--- config.mk ---
export PLATFORM = sky130hd
export DESIGN_NAME = fetch_unit
export DESIGN_NICKNAME = d
export VERILOG_FILES = /design/src/rtl/fetch_unit_pkg.sv /design/src/rtl/fetch_skid_buf.sv /design/src/rtl/fetch_unit.sv
export SDC_FILE = /design/constraint.sdc
export NUM_CORES = 1
export LEC_CHECK = 0
export BUFFER_PORTS_ARGS = -buffer_cell sky130_fd_sc_hd__buf_2
export CELL_PAD_IN_SITES_DETAIL_PLACEMENT = 0
export CELL_PAD_IN_SITES_GLOBAL_PLACEMENT = 1
export CORE_MARGIN = 1
export CORE_UTILIZATION = 44
export DETAILED_ROUTE_END_ITERATION = 6
export GPL_TIMING_DRIVEN = 0
export PLACE_DENSITY = 0.86
export SLEW_MARGIN = 20
export SYNTH_ARGS = -nofsm -noshare
export SYNTH_HDL_FRONTEND = slang
export SYNTH_SLANG_ARGS = --single-unit
--- constraint.sdc ---
create_clock -name CLK -period 2.98 [get_ports CLK]
set_clock_uncertainty 0.1 [all_clocks]
set_input_delay 0.447 -clock CLK [delete_from_list [all_inputs] [get_ports CLK]]
set_output_delay 0.447 -clock CLK [all_outputs]
set_load 0.01 [all_outputs]
--- src/rtl/fetch_unit_pkg.sv ---
// Shared definitions for the MIPS fetch stage: FSM encoding, bubble instruction
// and the sequential PC increment.
package fetch_unit_pkg;

    localparam logic [1:0] ST_BOOT = 2'd0;
    localparam logic [1:0] ST_RUN  = 2'd1;
    localparam logic [1:0] ST_HOLD = 2'd2;

    localparam logic [31:0] NOP_INSTR_DEF = 32'h0000_0000;
    localparam int unsigned PC_INC        = 4;

    // States in which the fetch stage may present a read request.
    function automatic logic is_issue_state(input logic [1:0] st);
        return (st == ST_BOOT) || (st == ST_RUN);
    endfunction

endpackage

--- src/rtl/fetch_skid_buf.sv ---
// One-entry holding register for an instruction that returns from memory
// while decode is stalled; clear has priority over write.
module fetch_skid_buf
    import fetch_unit_pkg::*;
#(
    parameter int DATA_W = 32,
    parameter int ADDR_W = 32
) (
    input  logic              CLK,
    input  logic              RST_N,
    input  logic              clr,
    input  logic              wr_en,
    input  logic [DATA_W-1:0] wr_instr,
    input  logic [ADDR_W-1:0] wr_pc4,
    output logic              full,
    output logic [DATA_W-1:0] rd_instr,
    output logic [ADDR_W-1:0] rd_pc4
);

    logic              full_r;
    logic [DATA_W-1:0] instr_r;
    logic [ADDR_W-1:0] pc4_r;

    // Entry capture and release.
    always_ff @(posedge CLK or negedge RST_N) begin
        if (!RST_N) begin
            full_r  <= 1'b0;
            instr_r <= DATA_W'(NOP_INSTR_DEF);
            pc4_r   <= {ADDR_W{1'b0}};
        end else if (clr) begin
            full_r  <= 1'b0;
            instr_r <= instr_r;
            pc4_r   <= pc4_r;
        end else if (wr_en) begin
            full_r  <= 1'b1;
            instr_r <= wr_instr;
            pc4_r   <= wr_pc4;
        end else begin
            full_r  <= full_r;
            instr_r <= instr_r;
            pc4_r   <= pc4_r;
        end
    end

    assign full     = full_r;
    assign rd_instr = instr_r;
    assign rd_pc4   = pc4_r;

endmodule

--- src/rtl/fetch_unit.sv ---
// MIPS instruction-fetch stage: PC, 1-cycle-latency instruction memory port and
// IF/ID register, with redirect/squash, stall skid buffer and missing-response replay.
module fetch_unit
    import fetch_unit_pkg::*;
#(
    parameter int                DATA_W    = 32,
    parameter int                ADDR_W    = 32,
    parameter int                IMEM_AW   = 7,
    parameter logic [ADDR_W-1:0] RESET_PC  = {ADDR_W{1'b0}},
    parameter logic [DATA_W-1:0] NOP_INSTR = DATA_W'(NOP_INSTR_DEF)
) (
    input  logic               CLK,
    input  logic               RST_N,
    input  logic               stall_i,
    input  logic               pc_src_i,
    input  logic [ADDR_W-1:0]  br_addr_i,
    output logic               imem_rd_en_o,
    output logic [IMEM_AW-1:0] imem_rd_addr_o,
    input  logic [DATA_W-1:0]  imem_data_i,
    input  logic               imem_valid_i,
    output logic               ifid_valid_o,
    output logic [DATA_W-1:0]  ifid_instr_o,
    output logic [ADDR_W-1:0]  ifid_pc4_o
);

    localparam logic [ADDR_W-1:0] ALIGN_MASK = ~(ADDR_W'(2'd3));
    localparam logic [ADDR_W-1:0] PC_STEP    = ADDR_W'(PC_INC);

    logic [1:0]        state_r, state_nxt_s;
    logic [ADDR_W-1:0] pc_r, pc_nxt_s;
    logic [ADDR_W-1:0] req_pc_r;
    logic              req_live_r, req_live_nxt_s;
    logic              ifid_valid_r, ifid_valid_nxt_s;
    logic [DATA_W-1:0] ifid_instr_r, ifid_instr_nxt_s;
    logic [ADDR_W-1:0] ifid_pc4_r, ifid_pc4_nxt_s;

    logic              issue_s, resp_s, miss_s;
    logic [ADDR_W-1:0] pc_plus4_s, req_pc4_s, br_tgt_s;
    logic              skid_wr_s, skid_clr_s, skid_full_s;
    logic [DATA_W-1:0] skid_instr_s;
    logic [ADDR_W-1:0] skid_pc4_s;

    assign pc_plus4_s = pc_r + PC_STEP;
    assign req_pc4_s  = req_pc_r + PC_STEP;
    assign br_tgt_s   = br_addr_i & ALIGN_MASK;
    assign resp_s     = req_live_r & imem_valid_i;
    assign miss_s     = req_live_r & ~imem_valid_i;

    // Request issue: BOOT always fetches, RUN fetches unless decode is stalled.
    always_comb begin
        issue_s = 1'b0;
        if (!RST_N) begin
            issue_s = 1'b0;
        end else if (state_r == ST_RUN) begin
            issue_s = ~stall_i;
        end else begin
            issue_s = is_issue_state(state_r);
        end
    end

    assign imem_rd_en_o   = issue_s;
    assign imem_rd_addr_o = issue_s ? pc_r[IMEM_AW+1:2] : {IMEM_AW{1'b0}};

    // Next-state, PC, request tracking and IF/ID selection.
    always_comb begin
        state_nxt_s      = state_r;
        pc_nxt_s         = pc_r;
        req_live_nxt_s   = 1'b0;
        ifid_valid_nxt_s = ifid_valid_r;
        ifid_instr_nxt_s = ifid_instr_r;
        ifid_pc4_nxt_s   = ifid_pc4_r;
        skid_wr_s        = 1'b0;
        skid_clr_s       = 1'b0;
        if (pc_src_i) begin
            // A redirect from a later stage flushes everything, even under stall.
            state_nxt_s      = ST_RUN;
            pc_nxt_s         = br_tgt_s;
            skid_clr_s       = 1'b1;
            ifid_valid_nxt_s = 1'b0;
            ifid_instr_nxt_s = NOP_INSTR;
            ifid_pc4_nxt_s   = {ADDR_W{1'b0}};
        end else begin
            case (state_r)
                ST_BOOT: begin
                    state_nxt_s      = ST_RUN;
                    pc_nxt_s         = pc_plus4_s;
                    req_live_nxt_s   = 1'b1;
                    ifid_valid_nxt_s = 1'b0;
                    ifid_instr_nxt_s = NOP_INSTR;
                    ifid_pc4_nxt_s   = {ADDR_W{1'b0}};
                end
                ST_RUN: begin
                    if (stall_i) begin
                        state_nxt_s = ST_HOLD;
                        skid_wr_s   = resp_s;
                        pc_nxt_s    = miss_s ? req_pc_r : pc_r;
                    end else if (miss_s) begin
                        // Drop this cycle's issue; the lost address is refetched next cycle.
                        pc_nxt_s         = req_pc_r;
                        ifid_valid_nxt_s = 1'b0;
                        ifid_instr_nxt_s = NOP_INSTR;
                        ifid_pc4_nxt_s   = {ADDR_W{1'b0}};
                    end else begin
                        pc_nxt_s         = pc_plus4_s;
                        req_live_nxt_s   = 1'b1;
                        ifid_valid_nxt_s = resp_s;
                        ifid_instr_nxt_s = resp_s ? imem_data_i : NOP_INSTR;
                        ifid_pc4_nxt_s   = resp_s ? req_pc4_s : {ADDR_W{1'b0}};
                    end
                end
                ST_HOLD: begin
                    if (stall_i) begin
                        state_nxt_s = ST_HOLD;
                        skid_wr_s   = resp_s;
                    end else begin
                        state_nxt_s      = ST_RUN;
                        skid_clr_s       = 1'b1;
                        ifid_valid_nxt_s = skid_full_s;
                        ifid_instr_nxt_s = skid_full_s ? skid_instr_s : NOP_INSTR;
                        ifid_pc4_nxt_s   = skid_full_s ? skid_pc4_s : {ADDR_W{1'b0}};
                    end
                end
                default: begin
                    state_nxt_s      = ST_BOOT;
                    pc_nxt_s         = RESET_PC & ALIGN_MASK;
                    ifid_valid_nxt_s = 1'b0;
                    ifid_instr_nxt_s = NOP_INSTR;
                    ifid_pc4_nxt_s   = {ADDR_W{1'b0}};
                end
            endcase
        end
    end

    // State, PC, in-flight request and IF/ID registers.
    always_ff @(posedge CLK or negedge RST_N) begin
        if (!RST_N) begin
            state_r      <= ST_BOOT;
            pc_r         <= RESET_PC & ALIGN_MASK;
            req_live_r   <= 1'b0;
            req_pc_r     <= {ADDR_W{1'b0}};
            ifid_valid_r <= 1'b0;
            ifid_instr_r <= NOP_INSTR;
            ifid_pc4_r   <= {ADDR_W{1'b0}};
        end else begin
            state_r      <= state_nxt_s;
            pc_r         <= pc_nxt_s;
            req_live_r   <= req_live_nxt_s;
            req_pc_r     <= issue_s ? pc_r : req_pc_r;
            ifid_valid_r <= ifid_valid_nxt_s;
            ifid_instr_r <= ifid_instr_nxt_s;
            ifid_pc4_r   <= ifid_pc4_nxt_s;
        end
    end

    fetch_skid_buf #(
        .DATA_W (DATA_W),
        .ADDR_W (ADDR_W)
    ) u_skid (
        .CLK      (CLK),
        .RST_N    (RST_N),
        .clr      (skid_clr_s),
        .wr_en    (skid_wr_s),
        .wr_instr (imem_data_i),
        .wr_pc4   (req_pc4_s),
        .full     (skid_full_s),
        .rd_instr (skid_instr_s),
        .rd_pc4   (skid_pc4_s)
    );

    assign ifid_valid_o = ifid_valid_r;
    assign ifid_instr_o = ifid_instr_r;
    assign ifid_pc4_o   = ifid_pc4_r;

endmodule

==> results.rst, run 1 <==
.. list-table::
   :header-rows: 1

   * - Metric
     - Value
   * - Arrival time of the worst setup path
     - 2.26 ns
   * - Slowest cell on crit path
     - sky130_fd_sc_hd__dfrtp_1
   * - Maximum number of pins on one net before global-route repair
     - 91
   * - Total standard cell area after synthesis
     - 0.00957 sq mm
   * - Result of the run
     - completed
   * - Count of maximum capacitance violations
     - 0
   * - Horizontal die dimension
     - 149 microns
   * - Cell depth of the worst setup path
     - 8
   * - Top cell family by delay on the critical path
     - buffers and inverters
   * - RSZ-0062 raised after global routing
     - no
   * - Final Cycle Share
     - 94.0%
   * - Max incr delay on CP
     - 0.40 ns
   * - Seq/Total Area, Yosys
     - 51.5%
   * - Maximum vdd ir drop
     - 0.000527 V
   * - Count of flip-flops with a built-in enable after synthesis
     - 0
   * - CTS Root Cell
     - sky130_fd_sc_hd__clkbuf_16
   * - Routed wire per std cell
     - 19.1 microns
   * - Number of instances on the worst hold path
     - 3
   * - Maximum fanout encountered on the critical timing path
     - 10
   * - Fraction of final layout cells with drive strength greater than 1
     - 22.8%
   * - Detail Route Antenna Nets
     - 0
   * - Critical path origin
     - state_r[1]$_DFFE_PN0P_
   * - Core Region
     - 0.0212 sq mm
   * - Leak
     - 5.24 nW
   * - Final count of pins violating max slew
     - 0
   * - Synthesis-stage register bit count
     - 197
   * - Area after detailed placement
     - 0.0107 sq mm
   * - Slew at the pin closest to its max-slew limit
     - 1.04 ns
   * - Startpoint of the tightest hold check path
     - br_addr_i[8]
   * - Number of hold violations in the final report
     - 0
   * - Starting DRC count in detailed routing
     - 630
   * - Overflow after GRT
     - 0
   * - Buffers plus inverters on the worst setup path
     - 5
   * - Final Cell Area
     - 0.0113 sq mm
   * - Number of buffers added by the clock tree synthesis step
     - 17
   * - Post-detailed-route via-to-cell ratio
     - 5.76
   * - Number of antenna cells inserted
     - 0
   * - Post-route worst setup slack
     - 0.178 ns
   * - Number of buffers inserted to repair setup after CTS
     - 0
   * - Clock Sinks
     - 197
   * - Setup slack after placement
     - 0.258 ns
   * - Initial antenna violation count
     - 0
   * - Power density over cell area
     - 733 mW/mm^2
   * - P&R area growth vs syn
     - 18.5%
   * - Class of the worst hold path
     - in2reg
   * - Syn_nets
     - 1053
   * - Endpoint kind of the worst setup timing path
     - primary output
   * - Required @ worst endpoint
     - 2.43 ns
   * - Total via count after detailed routing
     - 8220
   * - Worst-case reg-to-reg path depth
     - 8
   * - Share of async-settable or async-resettable flops after synthesis
     - 100%
   * - Total I/O pin count
     - 142
   * - Final RePlAce weighted congestion
     - 0.952
   * - Global routing usage summed across all routing layers
     - 25.0%
   * - # rows
     - 53
   * - Final cell count without fillers
     - 1428
   * - Post-route DRC violation count
     - 0
   * - Cell total after placement
     - 1394
   * - Starting utilization of the core area
     - 45.2%
   * - Leading register cell type out of synthesis
     - sky130_fd_sc_hd__dfrtp_1
   * - Count of distinct cell types in the synthesized netlist
     - 69
   * - Clock Path Buffers
     - 2
   * - Start of the worst register-to-register path
     - state_r[1]$_DFFE_PN0P_
   * - DRT Wirelength
     - 27300 microns
   * - Die span in y
     - 149 microns
   * - Maximum frequency from static timing analysis
     - 357 MHz
   * - Total of buffers placed on input and output ports
     - 139
   * - Per-instance average area after synthesis
     - 9.78 sq um
   * - Post-Synthesis Cells
     - 978
   * - Clock slew seen by the registers of the worst setup and hold paths
     - 0.08 ns
   * - Wire length of the first global-routing pass
     - 42700 microns
   * - Number of global-route vias before repair
     - 7703
   * - H-tree depth
     - 4
   * - Layout Utilization
     - 53.6%
   * - Clock tree from TritonCTS
     - done
   * - Type of the setup path with the least slack
     - reg2out
   * - Length of the first detailed-routing pass in iterations
     - 5
   * - Worst hold-check slack
     - 0.117 ns
   * - Setup crit start kind
     - flop
   * - Detail Placement HPWL
     - 19700 microns
   * - Tightest slew margin relative to the limit
     - 30.4%
   * - Critical path, cell by cell
     - inv_1 -> ha_1 -> buf_4 -> and2b_2 -> o21ai_2 -> bufinv_8 -> clkbuf_2 -> buf_2
   * - Full die area
     - 0.0223 sq mm
   * - Time the final worst path needs with I/O delays and setup
     - 2.80 ns
   * - Clock insertion delay at the later pin of the skew report
     - 0.44 ns
   * - Final layout net count
     - 1215
   * - Setup violation total in the final timing report
     - 0
   * - Total number of yosys warnings
     - 0
synthesized netlist by cell type, types with 16 or more instances:
library cell,number,area (sq um)
sky130_fd_sc_hd__a21oi_1,28,140
sky130_fd_sc_hd__o21ai_0,121,606
sky130_fd_sc_hd__clkbuf_1,38,143
sky130_fd_sc_hd__dfrtp_1,197,4930
sky130_fd_sc_hd__xor2_1,17,149
sky130_fd_sc_hd__nor2_1,32,120
sky130_fd_sc_hd__nand4_1,22,138
sky130_fd_sc_hd__buf_2,22,110
sky130_fd_sc_hd__nand3_1,34,170
sky130_fd_sc_hd__a22oi_1,64,480
sky130_fd_sc_hd__xnor2_1,16,140
sky130_fd_sc_hd__nand2_1,162,608
sky130_fd_sc_hd__mux2_2,37,417
sky130_fd_sc_hd__inv_1,26,97.6
cells in the final DEF (no fill, tap or decap), types with 9 or more instances in the layout:
| cell type | count |
|---|---|
| sky130_fd_sc_hd__dfrtp_1 | 197 |
| sky130_fd_sc_hd__nand2_1 | 162 |
| sky130_fd_sc_hd__buf_2 | 160 |
| sky130_fd_sc_hd__o21ai_0 | 121 |
| sky130_fd_sc_hd__a22oi_1 | 64 |
| sky130_fd_sc_hd__clkbuf_1 | 37 |
| sky130_fd_sc_hd__mux2_2 | 37 |
| sky130_fd_sc_hd__nand3_1 | 34 |
| sky130_fd_sc_hd__nor2_1 | 32 |
| sky130_fd_sc_hd__a21oi_1 | 28 |
| sky130_fd_sc_hd__inv_1 | 26 |
| sky130_fd_sc_hd__nand4_1 | 22 |
| sky130_fd_sc_hd__xor2_1 | 17 |
| sky130_fd_sc_hd__clkbuf_16 | 17 |
| sky130_fd_sc_hd__xnor2_1 | 16 |
| sky130_fd_sc_hd__and2_1 | 11 |
| sky130_fd_sc_hd__a31oi_1 | 11 |
| sky130_fd_sc_hd__a221oi_1 | 9 |
path summary, 6_finish.rpt:
check,endpoint,slack (ns)
min in group asynchronous,req_pc_r[13]$_DFFE_PN0P_,0.41
setup / recovery,imem_rd_en_o,0.18
max in group asynchronous,ifid_instr_o[28]$_DFFE_PN0P_,1.44
hold / removal,pc_r[8]$_DFFE_PN0P_,0.12
hold reg to reg,ifid_instr_o[10]$_DFFE_PN0P_,0.37
setup reg to reg,pc_r[7]$_DFFE_PN0P_,0.32
through the flow:
step | TNS (ns) | power [W]
after floorplan | 0 | 0.00520
after global routing | 0 | 0.00875
final | 0 | 0.00831
after CTS | 0 | 0.00830
after detailed placement | 0 | 0.00598
after global placement | -493.16 | 0.00590
metal layers:
metal | track usage [%] | part of all wire, % | wire length, microns | vias to the layer above
li1 | - | - | - | 3862
met4 | 7.30 | 1.9 | 518 | 0
met5 | 0 | 0 | 0 | -
met3 | 4.48 | 7.1 | 1940 | 37
met2 | 38.5 | 46 | 12600 | 317
met1 | 35.8 | 45 | 12300 | 4004
power by group:
group,internal [W],leakage [nW],switching [W],total (W)
clock,0.00114,0.296,0.00118,0.00232
combinational,0.000795,2.35,0.00116,0.00195
sequential,0.00335,2.60,0.000687,0.00403
worst min-delay path: cells and delay by family:
family	cells	cell delay, ns
buffers and inverters	1	0.08
AO/OA/AOI/OAI	1	0.06
AND/OR/NAND/NOR	1	0.04
kinds of logic (layout without fill, tap and decap cells):
| kind of cell | Yosys count | count (layout) | share of synthesized area [%] |
|---|---|---|---|
| xor+xnor | 33 | 33 | 3.02 |
| fa+ha+maj | 6 | 6 | 0.785 |
| compound gates | 295 | 295 | 19.4 |
| flops | 197 | 197 | 51.5 |
| mux | 44 | 44 | 5.09 |
| simple gates | 309 | 309 | 16.0 |
| buf+inv | 94 | 269 | 4.13 |
area by class of cell:
class,count,area [sq um]
fillers,1939,9810
clock inverters,15,186
plain buffers,65,288
repair buffers,143,798
inverters,29,123
well taps,275,344
multi-input cells,687,4250
flip-flops and latches,197,4930
clock buffers,17,425
state kept, by name, summed over array words and instances, names as in the netlist:
name,count
ifid_instr_o,32
ifid_pc4_o,32
ifid_valid_o,1
pc_r,32
req_live_r,1
req_pc_r,32
state_r,2
u_skid.full,1
u_skid.rd_instr,32
u_skid.rd_pc4,32
what timing repair did:
| action | 4_1_cts | 5_1_grt |
|---|---|---|
| endpoints found under the hold margin | 88 | 48 |
| gates cloned | 0 | 0 |
| resized for setup | 2 | 2 |
| endpoints found under the setup margin | 3 | 3 |
Note: power is estimated with default switching activity, not from simulation.
==> inputs of run 2 (changes only) <==
- CORE_UTILIZATION: 44 -> 45
- SYNTH_HIERARCHICAL: unset -> 1
==> results.rst, run 2 <==
.. list-table::
   :header-rows: 1

   * - Metric
     - Value
   * - Result of the run
     - completed (unchanged)
   * - Total of buffers placed on input and output ports
     - 137 (was 139)
   * - Clock insertion delay at the later pin of the skew report
     - 0.45 ns (was 0.44 ns)
   * - Portion of total power attributed to combinational logic
     - 23.9% (was 23.5%)
   * - Setup slack on the worst flop-to-flop path
     - 0.14 ns (was 0.32 ns)
   * - Most frequent cells in the layout
     - 197 x sky130_fd_sc_hd__dfrtp_1, 149 x sky130_fd_sc_hd__nand2_1, 138 x sky130_fd_sc_hd__buf_2, 77 x sky130_fd_sc_hd__o21ai_0, 60 x sky130_fd_sc_hd__mux2_4 (was 197 x sky130_fd_sc_hd__dfrtp_1, 162 x sky130_fd_sc_hd__nand2_1, 160 x sky130_fd_sc_hd__buf_2, 121 x sky130_fd_sc_hd__o21ai_0, 64 x sky130_fd_sc_hd__a22oi_1)
   * - Slew at the pin closest to its max-slew limit
     - 0.817 ns (was 1.04 ns)
   * - Core Region
     - 0.0218 sq mm (was 0.0212 sq mm)
   * - Full die area
     - 0.0227 sq mm (was 0.0223 sq mm)
   * - Post-Synthesis Cells
     - 958 (was 978)
   * - Clock slew seen by the registers of the worst setup and hold paths
     - 0.09 ns (was 0.08 ns)
   * - Detail Route Antenna Nets
     - 0 (unchanged)
   * - Top cells by count, synth
     - 197 x sky130_fd_sc_hd__dfrtp_1, 149 x sky130_fd_sc_hd__nand2_1, 77 x sky130_fd_sc_hd__o21ai_0 (was 197 x sky130_fd_sc_hd__dfrtp_1, 162 x sky130_fd_sc_hd__nand2_1, 121 x sky130_fd_sc_hd__o21ai_0)
   * - CTS Root Cell
     - sky130_fd_sc_hd__clkbuf_16 (unchanged)
   * - Syn_nets
     - 1033 (was 1053)
   * - Worst hold-check slack
     - 0.115 ns (was 0.117 ns)
   * - Number of buffers added by the clock tree synthesis step
     - 17 (unchanged)
   * - Number of buffers inserted to repair setup after CTS
     - 0 (unchanged)
   * - Tightest slew margin relative to the limit
     - 45.1% (was 30.4%)
   * - Total number of yosys warnings
     - 6 (was 0)
   * - Share of async-settable or async-resettable flops after synthesis
     - 100% (unchanged)
   * - Maximum frequency from static timing analysis
     - 350 MHz (was 357 MHz)
   * - Cell with the most instances after synthesis
     - sky130_fd_sc_hd__dfrtp_1 (unchanged)
   * - Count of flip-flops with a built-in enable after synthesis
     - 0 (unchanged)
   * - Synthesis-stage register bit count
     - 197 (unchanged)
   * - Post-route DRC violation count
     - 0 (unchanged)
   * - Total I/O pin count
     - 142 (unchanged)
   * - Count of distinct cell types in the synthesized netlist
     - 63 (was 69)
   * - Global routing usage summed across all routing layers
     - 26.0% (was 25.0%)
   * - Die span in y
     - 151 microns (was 149 microns)
   * - Maximum number of pins on one net before global-route repair
     - 79 (was 91)
   * - Count of filler cells inserted in the layout
     - 1917 (was 1939)
   * - Starting DRC count in detailed routing
     - 625 (was 630)
   * - End point of the critical path
     - imem_rd_en_o (unchanged)
   * - Final Power
     - 0.00846 W (was 0.00831 W)
   * - Leading register cell type out of synthesis
     - sky130_fd_sc_hd__dfrtp_1 (unchanged)
   * - Horizontal die dimension
     - 151 microns (was 149 microns)
   * - Routed wire per std cell
     - 20.3 microns (was 19.1 microns)
   * - Final RePlAce weighted congestion
     - 0.954 (was 0.952)
   * - Clock Path Buffers
     - 2 (unchanged)
   * - Maximum fanout encountered on the critical timing path
     - 19 (was 10)
   * - Leak
     - 5.73 nW (was 5.24 nW)
   * - Share of power burned in the clock network
     - 28.9% (was 28.0%)
   * - Total standard cell area after synthesis
     - 0.00996 sq mm (was 0.00957 sq mm)
   * - Area leader, netlist
     - sky130_fd_sc_hd__dfrtp_1 (unchanged)
   * - P&R area growth vs syn
     - 19.5% (was 18.5%)
   * - Flop pwr share
     - 47.2% (was 48.5%)
   * - Cell total after placement
     - 1377 (was 1394)
   * - Internal power component
     - 0.00536 W (was 0.00528 W)
   * - Post-detailed-route via-to-cell ratio
     - 5.89 (was 5.76)
   * - Critical path origin
     - state_r[1]$_DFFE_PN0P_ (unchanged)
   * - Most frequent standard cell in the layout excluding fill and tap cells
     - sky130_fd_sc_hd__dfrtp_1 (unchanged)
   * - Type of the setup path with the least slack
     - reg2out (unchanged)
   * - Number of global-route vias before repair
     - 8092 (was 7703)
   * - Starting utilization of the core area
     - 45.8% (was 45.2%)
   * - H-tree depth
     - 4 (unchanged)
   * - Fraction of final layout cells with drive strength greater than 1
     - 24.4% (was 22.8%)
   * - Wire length of the first global-routing pass
     - 44900 microns (was 42700 microns)
   * - Clock Sinks
     - 197 (unchanged)
   * - Switch Pwr
     - 0.00309 W (was 0.00303 W)
   * - Endpoint kind of the worst setup timing path
     - primary output (unchanged)
   * - Arrival time of the worst setup path
     - 2.31 ns (was 2.26 ns)
   * - Overflow after GRT
     - 0 (unchanged)
   * - Per-instance average area after synthesis
     - 10.4 sq um (was 9.78 sq um)
   * - Capture point of the worst reg-to-reg path
     - pc_r[30]$_DFFE_PN0P_ (was pc_r[7]$_DFFE_PN0P_)
   * - Count of maximum capacitance violations
     - 0 (unchanged)
   * - Class of the worst hold path
     - in2reg (unchanged)
   * - Number of hold violations in the final report
     - 0 (unchanged)
   * - Switching Share
     - 36.6% (was 36.4%)
   * - Detail Placement HPWL
     - 19800 microns (was 19700 microns)
   * - Cells taking the most area after synthesis
     - sky130_fd_sc_hd__dfrtp_1 49%, sky130_fd_sc_hd__mux2_4 9.0%, sky130_fd_sc_hd__nand2_1 5.6%, sky130_fd_sc_hd__o21ai_0 3.9%, sky130_fd_sc_hd__a22oi_1 3.1% (was sky130_fd_sc_hd__dfrtp_1 52%, sky130_fd_sc_hd__nand2_1 6.4%, sky130_fd_sc_hd__o21ai_0 6.3%, sky130_fd_sc_hd__a22oi_1 5.0%, sky130_fd_sc_hd__mux2_2 4.4%)
   * - Setup crit start kind
     - flop (unchanged)
   * - Start of the worst register-to-register path
     - pc_r[2]$_DFFE_PN0P_ (was state_r[1]$_DFFE_PN0P_)
   * - Time the final worst path needs with I/O delays and setup
     - 2.86 ns (was 2.80 ns)
   * - Seq/Total Area, Yosys
     - 49.5% (was 51.5%)
   * - Final layout net count
     - 1198 (was 1215)
   * - Worst-case reg-to-reg path depth
     - 7 (was 8)
   * - Length of the first detailed-routing pass in iterations
     - 5 (unchanged)
   * - Final count of pins violating max slew
     - 0 (unchanged)
   * - # rows
     - 54 (was 53)
   * - Setup violation total in the final timing report
     - 0 (unchanged)
   * - Power density over cell area
     - 710 mW/mm^2 (was 733 mW/mm^2)
   * - DRT Wirelength
     - 28700 microns (was 27300 microns)
   * - Required @ worst endpoint
     - 2.43 ns (about the same)
   * - Maximum vdd ir drop
     - 0.000441 V (was 0.000527 V)
   * - Total via count after detailed routing
     - 8355 (was 8220)
   * - Setup_tns
     - 0 ns (unchanged)
   * - Final cell count without fillers
     - 1418 (was 1428)
   * - Post-synth top area share
     - 49.5% (was 51.5%)
   * - Clock tree from TritonCTS
     - done (unchanged)
   * - Initial antenna violation count
     - 1 (was 0)
   * - Final Cycle Share
     - 95.9% (was 94.0%)
[run 2: cell types whose count changed after synthesis, moves of 13 or more]
cell                      change
sky130_fd_sc_hd__o21ai_0     -44
sky130_fd_sc_hd__buf_2       -21
sky130_fd_sc_hd__a21o_1      +24
sky130_fd_sc_hd__mux2_4      +60
sky130_fd_sc_hd__a22o_1      +22
sky130_fd_sc_hd__mux2_2      -32
sky130_fd_sc_hd__a22oi_1     -23
sky130_fd_sc_hd__nand2_1     -13
[run 2: cell families (layout without fill, tap and decap cells)]
logic type	Yosys count	in the layout	share of synthesized area, %
AOI/OAI and AO/OA	265	265	18.1
adders and majority gates	6	6	0.753
muxes	68	68	9.91
other	0	2	0
and+or+nand+nor	300	300	14.4
DFF	197	197	49.5
xor gates and xnor gates	32	32	2.81
buffers and inverters	90	268	4.55
[run 2: worst min path at each step]
stage | cells after the start | start | to
6_report | 3 | br_addr_i[6] | pc_r[6]$_DFFE_PN0P_
5_1_grt | 3 | br_addr_i[6] | pc_r[6]$_DFFE_PN0P_
4_1_cts | 3 | br_addr_i[3] | pc_r[3]$_DFFE_PN0P_
3_5_place_dp | 1 | RST_N | ifid_pc4_o[22]$_DFFE_PN0P_
3_3_place_gp | 2 | pc_r[0]$_DFFE_PN0P_ | req_pc_r[0]$_DFFE_PN0P_
2_1_floorplan | 0 | RST_N | ifid_instr_o[0]$_DFFE_PN0P_
[run 2: routing by layer]
metal | global-route usage [%] | wire length, microns
met5 | 0 | 0
met4 | 9.00 | 465
met3 | 4.76 | 1810
met2 | 40.3 | 13300
met1 | 36.5 | 13200
[run 2: layout make-up]
| type | count | area (sq um) | area share [%] |
|---|---|---|---|
| Clock buffer | 17 | 425 | 3.57 |
| Sequential cell | 197 | 4930 | 41.4 |
| Tap cell | 280 | 350 | 2.94 |
| Buffer | 63 | 373 | 3.13 |
| Timing Repair Buffer | 147 | 901 | 7.56 |
| Multi-Input combinational cell | 671 | 4620 | 38.8 |
| Inverter | 26 | 97.6 | 0.820 |
| Clock inverter | 15 | 206 | 1.73 |
| Antenna cell | 2 | 5.00 | 0.0420 |
[run 2: timing repair]
action,in CTS,in global routing
endpoints found under the setup margin,136,133
hold endpoints to repair,31,0
cloned,1,0
gates resized for setup,6,26
hold buffers,7,0
[run 2: worst max-delay path: stages, from the launching register on]
cell	delay [ns]
sky130_fd_sc_hd__dfrtp_1	0.41
sky130_fd_sc_hd__inv_1	0.10
sky130_fd_sc_hd__ha_1	0.29
sky130_fd_sc_hd__nor2b_4	0.19
sky130_fd_sc_hd__o21ai_4	0.34
sky130_fd_sc_hd__inv_1	0.09
sky130_fd_sc_hd__clkbuf_4	0.25
sky130_fd_sc_hd__buf_2	0.19
[run 2: power groups by stage]
stage	logic [W]	registers (W)	clock network, W
floorplan	0.00141	0.00375	0
finish	0.00202	0.00399	0.00244
global route	0.00221	0.00407	0.00258
CTS	0.00199	0.00396	0.00248
global placement	0.00190	0.00398	0
detailed placement	0.00195	0.00401	0
[run 2: stage by stage]
stage	util (%)	setup WS (ns)	area, sq um
6_report	54.7	0.123	11900
5_1_grt	54.7	-0.000774	11900
4_1_cts	54.5	-0.155	11900
3_5_place_dp	50.9	-0.864	11100
3_3_place_gp	50.6	-4.26	11000
2_1_floorplan	-	0.428	9960
==> inputs of run 3 (changes only) <==
- CORE_UTILIZATION: 45 -> 35
- PLACE_DENSITY: 0.86 -> 0.71
==> results.rst, run 3 (synthesis gave the netlist of run 2 again) <==
.. list-table::
   :header-rows: 1

   * - Metric
     - Value
   * - Result of the run
     - completed (unchanged)
   * - Power density over cell area
     - 712 mW/mm^2 (was 710 mW/mm^2)
   * - Wire length of the first global-routing pass
     - 46500 microns (was 44900 microns)
   * - Arrival time of the worst setup path
     - 3.12 ns (was 2.31 ns)
   * - Endpoint kind of the worst setup timing path
     - flop (was primary output)
   * - Setup slack on the worst flop-to-flop path
     - 0.09 ns (was 0.14 ns)
   * - Final count of pins violating max slew
     - 0 (unchanged)
   * - Maximum fanout encountered on the critical timing path
     - 10 (was 19)
   * - Maximum frequency from static timing analysis
     - 346 MHz (was 350 MHz)
   * - CTS Root Cell
     - sky130_fd_sc_hd__clkbuf_16 (unchanged)
   * - Detail Route Antenna Nets
     - 0 (unchanged)
   * - Setup_tns
     - 0 ns (unchanged)
   * - Fraction of final layout cells with drive strength greater than 1
     - 24.1% (was 24.4%)
   * - Flop pwr share
     - 46.5% (was 47.2%)
   * - Post-detailed-route via-to-cell ratio
     - 5.39 (was 5.89)
   * - Time the final worst path needs with I/O delays and setup
     - 2.89 ns (was 2.86 ns)
   * - Post-route DRC violation count
     - 0 (unchanged)
   * - Share of power burned in the clock network
     - 29.9% (was 28.9%)
   * - Number of antenna cells inserted
     - 0 (was 2)
   * - Type of the setup path with the least slack
     - reg2reg (was reg2out)
   * - Core Region
     - 0.0279 sq mm (was 0.0218 sq mm)
   * - Layout Utilization
     - 43.2% (was 54.7%)
   * - Switch Pwr
     - 0.00317 W (was 0.00309 W)
   * - Clock insertion delay at the later pin of the skew report
     - 0.46 ns (was 0.45 ns)
   * - DRT Wirelength
     - 29600 microns (was 28700 microns)
   * - Length of the first detailed-routing pass in iterations
     - 5 (unchanged)
   * - Starting DRC count in detailed routing
     - 744 (was 625)
   * - Most frequent standard cell in the layout excluding fill and tap cells
     - sky130_fd_sc_hd__dfrtp_1 (unchanged)
   * - Required @ worst endpoint
     - 3.21 ns (was 2.43 ns)
   * - P&R area growth vs syn
     - 20.7% (was 19.5%)
   * - Setup violation total in the final timing report
     - 0 (unchanged)
   * - Final RePlAce weighted congestion
     - 0.880 (was 0.954)
   * - Most frequent cells in the layout
     - 197 x sky130_fd_sc_hd__dfrtp_1, 149 x sky130_fd_sc_hd__nand2_1, 138 x sky130_fd_sc_hd__buf_2, 77 x sky130_fd_sc_hd__o21ai_0, 60 x sky130_fd_sc_hd__mux2_4 (unchanged)
   * - Top cell family by delay on the critical path
     - compound AO/OA/AOI/OAI gates (was buffers and inverters)
   * - Clock slew seen by the registers of the worst setup and hold paths
     - 0.10 ns (was 0.09 ns)
   * - Number of hold violations in the final report
     - 0 (unchanged)
   * - Switching Share
     - 37.0% (was 36.6%)
   * - Class of the worst hold path
     - in2reg (unchanged)
   * - Detail Placement HPWL
     - 20800 microns (was 19800 microns)
   * - Maximum number of pins on one net before global-route repair
     - 79 (unchanged)
   * - Max incr delay on CP
     - 0.62 ns (was 0.41 ns)
   * - Die span in y
     - 171 microns (was 151 microns)
   * - Number of global-route vias before repair
     - 7896 (was 8092)
   * - Horizontal die dimension
     - 171 microns (was 151 microns)
   * - Initial antenna violation count
     - 0 (was 1)
   * - Number of buffers added by the clock tree synthesis step
     - 17 (unchanged)
   * - Final layout net count
     - 1198 (unchanged)
   * - Maximum vdd ir drop
     - 0.000352 V (was 0.000441 V)
   * - Routed wire per std cell
     - 19.6 microns (was 20.3 microns)
   * - Global routing usage summed across all routing layers
     - 21.0% (was 26.0%)
   * - H-tree depth
     - 4 (unchanged)
   * - Portion of total power attributed to combinational logic
     - 23.6% (was 23.9%)
   * - # rows
     - 61 (was 54)
   * - Buffers plus inverters on the worst setup path
     - 2 (was 4)
   * - RSZ-0062 raised after global routing
     - yes
   * - Count of maximum capacitance violations
     - 0 (unchanged)
   * - Leak
     - 5.72 nW (was 5.73 nW)
   * - Overflow after GRT
     - 0 (unchanged)
   * - Clock Path Buffers
     - 2 (unchanged)
   * - Starting utilization of the core area
     - 35.8% (was 45.8%)
   * - Clock tree from TritonCTS
     - done (unchanged)
   * - Slew at the pin closest to its max-slew limit
     - 0.805 ns (was 0.817 ns)
   * - Total I/O pin count
     - 142 (unchanged)
   * - Tightest slew margin relative to the limit
     - 45.9% (was 45.1%)
   * - Critical path, cell by cell
     - inv_1 -> ha_1 -> nor2b_2 -> a21oi_2 -> clkbuf_1 -> nor3_1 -> a211oi_1 -> o22ai_1 (was inv_1 -> ha_1 -> nor2b_4 -> o21ai_4 -> inv_1 -> clkbuf_4 -> buf_2)
   * - Slowest cell on crit path
     - sky130_fd_sc_hd__clkbuf_1 (was sky130_fd_sc_hd__dfrtp_1)
   * - Total of buffers placed on input and output ports
     - 137 (unchanged)
   * - Full die area
     - 0.0291 sq mm (was 0.0227 sq mm)
   * - Clock Sinks
     - 197 (unchanged)
   * - Internal power component
     - 0.00540 W (was 0.00536 W)
   * - Count of filler cells inserted in the layout
     - 2747 (was 1917)
   * - Final Cycle Share
     - 96.9% (was 95.9%)
   * - Total via count after detailed routing
     - 8159 (was 8355)
   * - Setup crit start kind
     - flop (unchanged)
run 3: final timing paths:
check,from,to,cells past startpoint
worst max register to register,state_r[1]$_DFFE_PN0P_,pc_r[10]$_DFFE_PN0P_,8
max in group asynchronous,RST_N,u_skid/rd_pc4[3]$_DFFE_PN0P_,5
worst max-delay path,state_r[1]$_DFFE_PN0P_,pc_r[10]$_DFFE_PN0P_,8
min in group asynchronous,RST_N,u_skid/rd_pc4[28]$_DFFE_PN0P_,3
worst min-delay path,br_addr_i[6],pc_r[6]$_DFFE_PN0P_,3
worst min register to register,pc_r[0]$_DFFE_PN0P_,req_pc_r[0]$_DFFE_PN0P_,2
run 3: power by group through the flow:
stage / combinational, W / sequential, W / clock [W]
2_1_floorplan: 0.00141 / 0.00375 / 0
3_3_place_gp: 0.00193 / 0.00400 / 0
3_5_place_dp: 0.00196 / 0.00402 / 0
4_1_cts: 0.00200 / 0.00397 / 0.00262
5_1_grt: 0.00222 / 0.00407 / 0.00274
6_report: 0.00202 / 0.00398 / 0.00256
run 3: layout make-up:
type	instances	area, sq um	share of cell area [%]
plain buffers	63	368	3.06
clock inverters	15	241	2.01
clock buffers	17	425	3.54
inverters	26	97.6	0.811
flip-flops and latches	197	4930	41.0
repair buffers	147	876	7.28
well taps	378	473	3.93
multi-input cells	671	4620	38.4
run 3: timing repair:
| action | in CTS | in global routing |
|---|---|---|
| endpoints found under the setup margin | 132 | 84 |
| hold buffers | 5 | 0 |
| pin swaps | 0 | 1 |
| hold endpoints to repair | 52 | 0 |
| resized for setup | 7 | 18 |
| buffers inserted | 0 | 3 |
run 3: tightest hold or removal path: cells and delay by family:
family | cells | cell delay [ns]
AO/OA/AOI/OAI | 1 | 0.06
buffers and inverters | 1 | 0.08
AND/OR/NAND/NOR | 1 | 0.05
run 3: through the flow:
stage | power (W) | cells | hold WS [ns] | cell area, sq um | setup slack [ns]
floorplan | 0.00516 | 958 | 0.0514 | 9960 | 0.428
global placement | 0.00593 | 1473 | 0.350 | 11100 | -4.39
detailed placement | 0.00598 | 1475 | 0.305 | 11200 | -0.719
CTS | 0.00858 | 1511 | 0.106 | 12000 | -0.154
global route | 0.00902 | 1514 | 0.107 | 12000 | -0.125
finish | 0.00856 | 1514 | 0.115 | 12000 | 0.0913
run 3: metal layers:
layer	global-route usage, %	wire length, microns	up-vias
met5	0	0	-
met4	5.95	405	0
met3	3.42	1700	30
met2	31.5	13200	279
met1	31.0	14300	4026
li1	-	-	3824
